### src/rtl/irq_ctrl.sv
// Interrupt controller: pending/mask registers and a single registered request to the decoder.
// Define IRQ_CTRL_EDGE_EN for edge-triggered sources; level-triggered sources otherwise.
module irq_ctrl #(
    parameter int NB_IRQ = 32
) (
    input  logic              clk,
    input  logic              reset_n_i,
    input  logic [NB_IRQ-1:0] irq_src_i,
    input  logic              take_i,
    input  logic              set_mask_i,
    input  logic [31:0]       mask_i,
    input  logic              eoi_i,
    output logic              irq_o,
    output logic [31:0]       cause_o,
    output logic [31:0]       mask_o,
    output logic [31:0]       pending_o,
    output logic              in_service_o
);

    typedef enum logic [1:0] {
        IDLE = 2'd0,
        REQ  = 2'd1,
        SVC  = 2'd2
    } state_t;

    state_t      state_reg, state_next;
    logic        irq_reg, irq_next;
    logic        in_service_reg, in_service_next;
    logic [31:0] cause_reg, cause_next;
    logic [31:0] pending_reg, pending_next;
    logic [31:0] mask_reg, mask_next;
    logic [31:0] src_ext;
    logic [31:0] valid;
    logic [31:0] set_p;
    logic [31:0] clr;
    logic [31:0] unmasked;
    logic        avail;

    // Widen sources to the 32-bit register width; unused lanes are tied off.
    for (genvar gi = 0; gi < 32; gi++) begin : g_lane
        if (gi < NB_IRQ) begin : g_used
            assign src_ext[gi] = irq_src_i[gi];
            assign valid[gi]   = 1'b1;
        end else begin : g_unused
            assign src_ext[gi] = 1'b0;
            assign valid[gi]   = 1'b0;
        end
    end

`ifdef IRQ_CTRL_EDGE_EN
    logic [31:0] src_q;

    // History follows the live level even during reset, so a line held high
    // across reset needs a fresh rising edge before it sets pending again.
    always_ff @(posedge clk) begin
        src_q <= src_ext;
    end

    assign set_p = src_ext & ~src_q;
`else
    assign set_p = src_ext;
`endif

    assign unmasked = pending_reg & ~mask_reg;
    assign avail    = |unmasked;

    always_comb begin
        state_next      = state_reg;
        irq_next        = irq_reg;
        in_service_next = in_service_reg;
        cause_next      = cause_reg;
        clr             = 32'h0;
        case (state_reg)
            IDLE: begin
                if (avail) begin
                    state_next = REQ;
                    irq_next   = 1'b1;
                end
            end
            REQ: begin
                // Acceptance uses the registered mask, so it wins over a same-cycle mask write.
                if (take_i) begin
                    state_next      = SVC;
                    cause_next      = unmasked;
                    clr             = unmasked;
                    irq_next        = 1'b0;
                    in_service_next = 1'b1;
                end else if (!avail) begin
                    state_next = IDLE;
                    irq_next   = 1'b0;
                end
            end
            SVC: begin
                if (eoi_i) begin
                    state_next      = IDLE;
                    in_service_next = 1'b0;
                end
            end
            default: begin
                state_next      = IDLE;
                irq_next        = 1'b0;
                in_service_next = 1'b0;
            end
        endcase
        pending_next = (pending_reg & ~clr) | set_p;
        mask_next    = set_mask_i ? (mask_i & valid) : mask_reg;
    end

    always_ff @(posedge clk) begin
        if (!reset_n_i) begin
            state_reg      <= IDLE;
            irq_reg        <= 1'b0;
            in_service_reg <= 1'b0;
            cause_reg      <= 32'h0;
            pending_reg    <= 32'h0;
            mask_reg       <= valid;
        end else begin
            state_reg      <= state_next;
            irq_reg        <= irq_next;
            in_service_reg <= in_service_next;
            cause_reg      <= cause_next;
            pending_reg    <= pending_next;
            mask_reg       <= mask_next;
        end
    end

    assign irq_o        = irq_reg;
    assign cause_o      = cause_reg;
    assign mask_o       = mask_reg;
    assign pending_o    = pending_reg;
    assign in_service_o = in_service_reg;

endmodule

### config.mk
export PLATFORM = sky130hd
export DESIGN_NAME = irq_ctrl
export DESIGN_NICKNAME = d
export VERILOG_FILES = /design/src/rtl/irq_ctrl.sv
export SDC_FILE = /design/constraint.sdc
export NUM_CORES = 1
export LEC_CHECK = 0
export CAP_MARGIN = 20
export CORE_ASPECT_RATIO = 1.4
export CORE_MARGIN = 8
export CORE_UTILIZATION = 42
export DETAILED_ROUTE_END_ITERATION = 10
export GPL_TIMING_DRIVEN = 0
export HOLD_SLACK_MARGIN = 0.06
export PLACE_DENSITY = 0.8
export SLEW_MARGIN = 20
export SYNTH_ARGS = -nofsm -noshare
export SYNTH_HDL_FRONTEND = slang
export SYNTH_SLANG_ARGS = --single-unit
### constraint.sdc
create_clock -name clk -period 1.7 [get_ports clk]
set_input_delay 0.255 -clock clk [delete_from_list [all_inputs] [get_ports clk]]
set_output_delay 0.255 -clock clk [all_outputs]
set_load 0.005 [all_outputs]
# Word level (Yosys, flattened, before mapping)
# Cells that the tools add are included.
[word_totals]
n_memories = 0
out_inout_bits = 98
word_cells = 39
regBits = 100
latchBits = 0
mem_bits_rw = 0
rom_bits = 0
[classes]
multipliers = 0
mux = 14
n_reduce_logical = 6
n_addsub = 0
eq_ne = 6
bitwise = 7
shift = 0
order_cmp = 0
div = 0
[op_table]
columns = ["operator", "count"]
rows = [
  ["$and A32 B32 Y32", 2],
  ["$mux W32", 2],
  ["$not A32 Y32", 2],
  ["$or A32 B32 Y32", 1],
  ["$reduce_or A32 Y1", 1],
  ["$reduce_and A3 Y1", 3],
  ["$mux W2", 4],
  ["$ne A2 B2 Y1 const B", 3],
  ["$pmux W1 S3", 2],
  ["$pmux W2 S3", 1],
  ["$mux W1", 5],
  ["$ne A3 B3 Y1 const B", 1],
  ["$eq A2 B1 Y1 const B", 1],
  ["$eq A2 B2 Y1 const B", 1],
  ["$logic_not A2 Y1", 1],
  ["$not A1 Y1", 2],
  ["$reduce_and A2 Y1", 1],
]

# Longest topological paths before layout
[logic_depth]
depth_word = 7
depth_mapped = 6
depth_no_buf = 5

# Least setup slack after synthesis
# Ideal clock, no wire load.
[synth_path]
path_type = "register to register"
startpoint = "register state_reg[0]"
endpoint = "register pending_reg[25] (netlist: pending_o[25])"
required_ns = 1.585
stages_incl_launch_ff = 7
n_path_buf = 2
slack_ns = 0.358
setup_time_ns = 0.115
period_less_slack_ns = 1.342
t_arrival_ns = 1.227
path_cell_list = "dfxtp_1 > nand2_1 > or2_1 > buf_6 > buf_6 > o21a_1 > o21a_1"
[synth_via]
elab_chain_cells = 5
[synth_lines]
columns = ["element", "line", "rtl"]
rows = [
  ["start: declaration", "26", "state_t state_reg, state_next;"],
  ["start signal: assignment", "118", "state_reg <= state_next;"],
  ["$eq A2 B1 Y1", "73", "case (state_reg)"],
  ["$mux W32", "73", ""],
  ["$not A32 Y32", "105", "pending_next = (pending_reg & ~clr) | set_p;"],
  ["$and A32 B32 Y32", "105", ""],
  ["$or A32 B32 Y32", "105", ""],
  ["end signal: assignment", "122", "pending_reg <= pending_next;"],
  ["end: declaration", "30", "logic [31:0] pending_reg, pending_next;"],
]
# Every way passes these cells.
# A chain may end at the register's enable or synchronous reset.

# Final worst setup path
[layout_path]
startpoint = "register pending_reg[11] (netlist: pending_o[11])"
endpoint = "register irq_reg (netlist: irq_o)"
[layout_via]
elab_chain_cells = 4
[layout_lines]
columns = ["element", "line", "rtl"]
rows = [
  ["$and A32 B32 Y32 *", "64", "assign unmasked = pending_reg & ~mask_reg;"],
  ["$reduce_or A32 Y1 *", "65", "assign avail = |unmasked;"],
  ["$ne A3 B3 Y1 (no line) / $ne A2 B2 Y1 (equally long branches)", "--", ""],
  ["$reduce_and A3 Y1 (no line) *", "--", ""],
  ["end signal: assignment", "119", "irq_reg <= irq_next;"],
  ["end: declaration", "27", "logic irq_reg, irq_next;"],
]
# Every way passes the cells marked *; elsewhere a longest branch is shown, timed or not.

==> impl_results.md <==
- Outcome: finished clean
- Setup ws final: 0.133 ns
- Met1 Track Usage GR: 20.9%
- GR Layer Usage met2: 34.2%
- Vias in the first global route: 3,573
- Clock network power share: 40.8%
- Clock transition at path regs: 0.06 ns
- Skew final: 0.00562 ns
- Grt met3 use: 4.63%
- Worst slack, placed: -0.126 ns
- Critical path endpoint category: flop
- Worst-path fanout max: 3
- Worst-margin pin slew: 0.545 ns
- Clk sinks: 100
- P_sw: 1280 uW
- Root buffer cell: clkbuf_16
- Reg2reg path depth: 5
- N_diodes: 0
- WHS Endpoint: mask_o[31]
- Synth Net Count: 476
- H-tree depth: 3
- First-pass GRT wire length: 19.3 mm
- Sw Ratio: 22.2%
- Die area: 12,600 sq um
- Largest net degree at the start of global routing: 16
- Critical setup path kind: reg -> reg
- Most frequent cells in the layout: 164 x clkdlybuf4s50_1, 100 x dfxtp_1, 99 x nand2_1
- Hold path startpoint: set_mask_i
- Synth Cell Area: 3880 sq um
- Setup Buffers After CTS: 0
- Die height: 130 microns
- # IOs: 167
- Buffers on Ports: 164
- Peak supply drop: 784 uV
- Number of distinct library cells after synthesis: 19
- Placer Congestion: 0.796
- # fillers: 762
- HPWL after DPL: 9.67 mm
- DR vias/cell: 4.92
- Core box area: 8980 sq um
- Leading cell type in the layout, fill and taps excluded: clkdlybuf4s50_1
- Combinational share of power: 14.7%
- Nets: 651
- Hold depth: 3
- DRC violations left: 0
- Flop pwr share: 44.4%
- FP Rows: 41
- Die width: 97.2 microns
- Final hold slack: 0.343 ns
- Count of maximum capacitance violations: 0
- Via count of the routed design: 3,413
- Fin. max-slew vios: 0
- Syn Inst Count: 407
- Final worst-path cycle share: 92.2%
- Number of CTS-inserted buffers: 9
- Max transition margin: 63.7%
- Power per Cell Area: 962 nW/um^2
- Layout cell share with drive strength beyond 1: 4.94%
- Clk Latency, worst-skew pair: 0.34 ns
- CTS Hold Bufs: 0
- Worst setup SP type: flop
- WL final: 12.3 mm
- GRT busiest layer: met2
- Seq cells post-synth: 100
- R2R setup slack: 0.13 ns
- Minimum clock period after layout: 1.57 ns
- Pint: 4500 uW
- DRT iter0 DRCs: 162
- Drt first pass iters: 6
- Worst Path Arrival: 1.78 ns
- Critical R2R Capture: irq_o
- CTS tree: yes
- Sequential area share after synthesis: 51.6%
- Initial core utilization: 43.2%
- Worst EP required: 1.91 ns
- Final ANT Viol Nets: 0
- Worst flop-to-flop path startpoint: pending_o[11]
- Synth-to-Final Area Change: 55.0%
- Leakage: 0.00226 uW
- Hold Fails Final Rpt: 0
- Post-Syn Area per Cell: 9.53 sq um
- Total grt overflow: 0
- Tightest Hold Check Type: in -> reg
- Initial antenna violation count: 0
- WL/cell: 17.8 microns
- CTS max path bufs: 2
- Global-route usage over all layers: 19.2%
- RSZ-0062 raised after global routing: no
- FMAX: 638 MHz
- Final setup fails: 0
- Number of synthesis warnings: 0
[critical path, stage by stage (launching register included)]
cell and delay [ns]:
dfxtp_1 0.33, nor2b_1 0.17, nor4_1 0.35, nand4_1 0.23
o2111ai_1 0.25, o211ai_1 0.11
[final cells by class]
class	count	area (sq um)	share of cell area, %
Tap cell	107	134	2.23
Clock buffer	12	256	4.27
Clock inverter	4	95.1	1.58
Inverter	1	3.75	0.0624
Timing Repair Buffer	164	1640	27.3
Multi-Input combinational cell	281	1760	29.2
Buffer	25	123	2.04
Sequential cell	100	2000	33.3
[synth_stat cells, drive strengths merged]
cell type,number,area (sq um)
mux2i,32,320
nand2,99,372
nor2,2,7.51
o211ai,1,7.51
o21a,64,480
or2,1,6.26
dfxtp,100,2000
clkbuf,12,45.0
o2111ai,1,8.76
o21ai,2,10.0
nand4,2,12.5
buf,13,77.6
nor2b,33,206
a21boi,34,255
nand3b,1,7.51
nor4,8,50.1
inv,1,3.75
a21oi,1,5.00
[power by group through the flow]
stage	Sequential, uW	Clock, uW	Combinational, uW
6_report	2570	2360	852
5_1_grt	2590	2520	922
4_1_cts	2570	2400	861
3_5_place_dp	2620	0	855
3_3_place_gp	2610	0	842
2_1_floorplan	2620	0	343
[logic make-up after synthesis]
kind of cell | Yosys count | synth area share (%)
muxes | 32 | 8.26
DFF | 100 | 51.6
and+or+nand+nor | 146 | 17.1
buffers and inverters | 26 | 3.26
AOI/OAI and AO/OA | 103 | 19.8
[routing by layer]
layer  up-vias  share of wire [%]
li1       1716                  -
met1      1574                 40
met5         -                  0
met2       106                 52
met4         0                2.5
met3        17                5.4
[worst max path at each step]
stage                   from       endpoint  slack (ns)  cells after the start
2_1_floorplan   state_reg[0]  pending_o[25]        0.36                      6
3_3_place_gp          take_i  pending_o[30]       -0.11                      7
3_5_place_dp          take_i  pending_o[30]       -0.13                      7
4_1_cts        pending_o[23]          irq_o        0.06                      5
5_1_grt        pending_o[11]          irq_o        0.04                      5
6_report       pending_o[11]          irq_o        0.13                      5
[metrics by stage]
step	setup TNS [ns]	util, %	total power (uW)	instances	area (sq um)
6_report	0	67.0	5780	694	6010
5_1_grt	0	67.0	6030	694	6010
4_1_cts	0	66.9	5830	694	6000
3_5_place_dp	-1.89	63.0	3480	678	5650
3_3_place_gp	-1.48	63.0	3460	678	5650
2_1_floorplan	0	-	2960	407	3880
[repair_timing]
action                     4_1_cts  5_1_grt
gates resized for setup          0        2
hold endpoints to repair         0        0
setup endpoints to repair        0        2
Note: power is estimated with default switching activity, not from simulation.
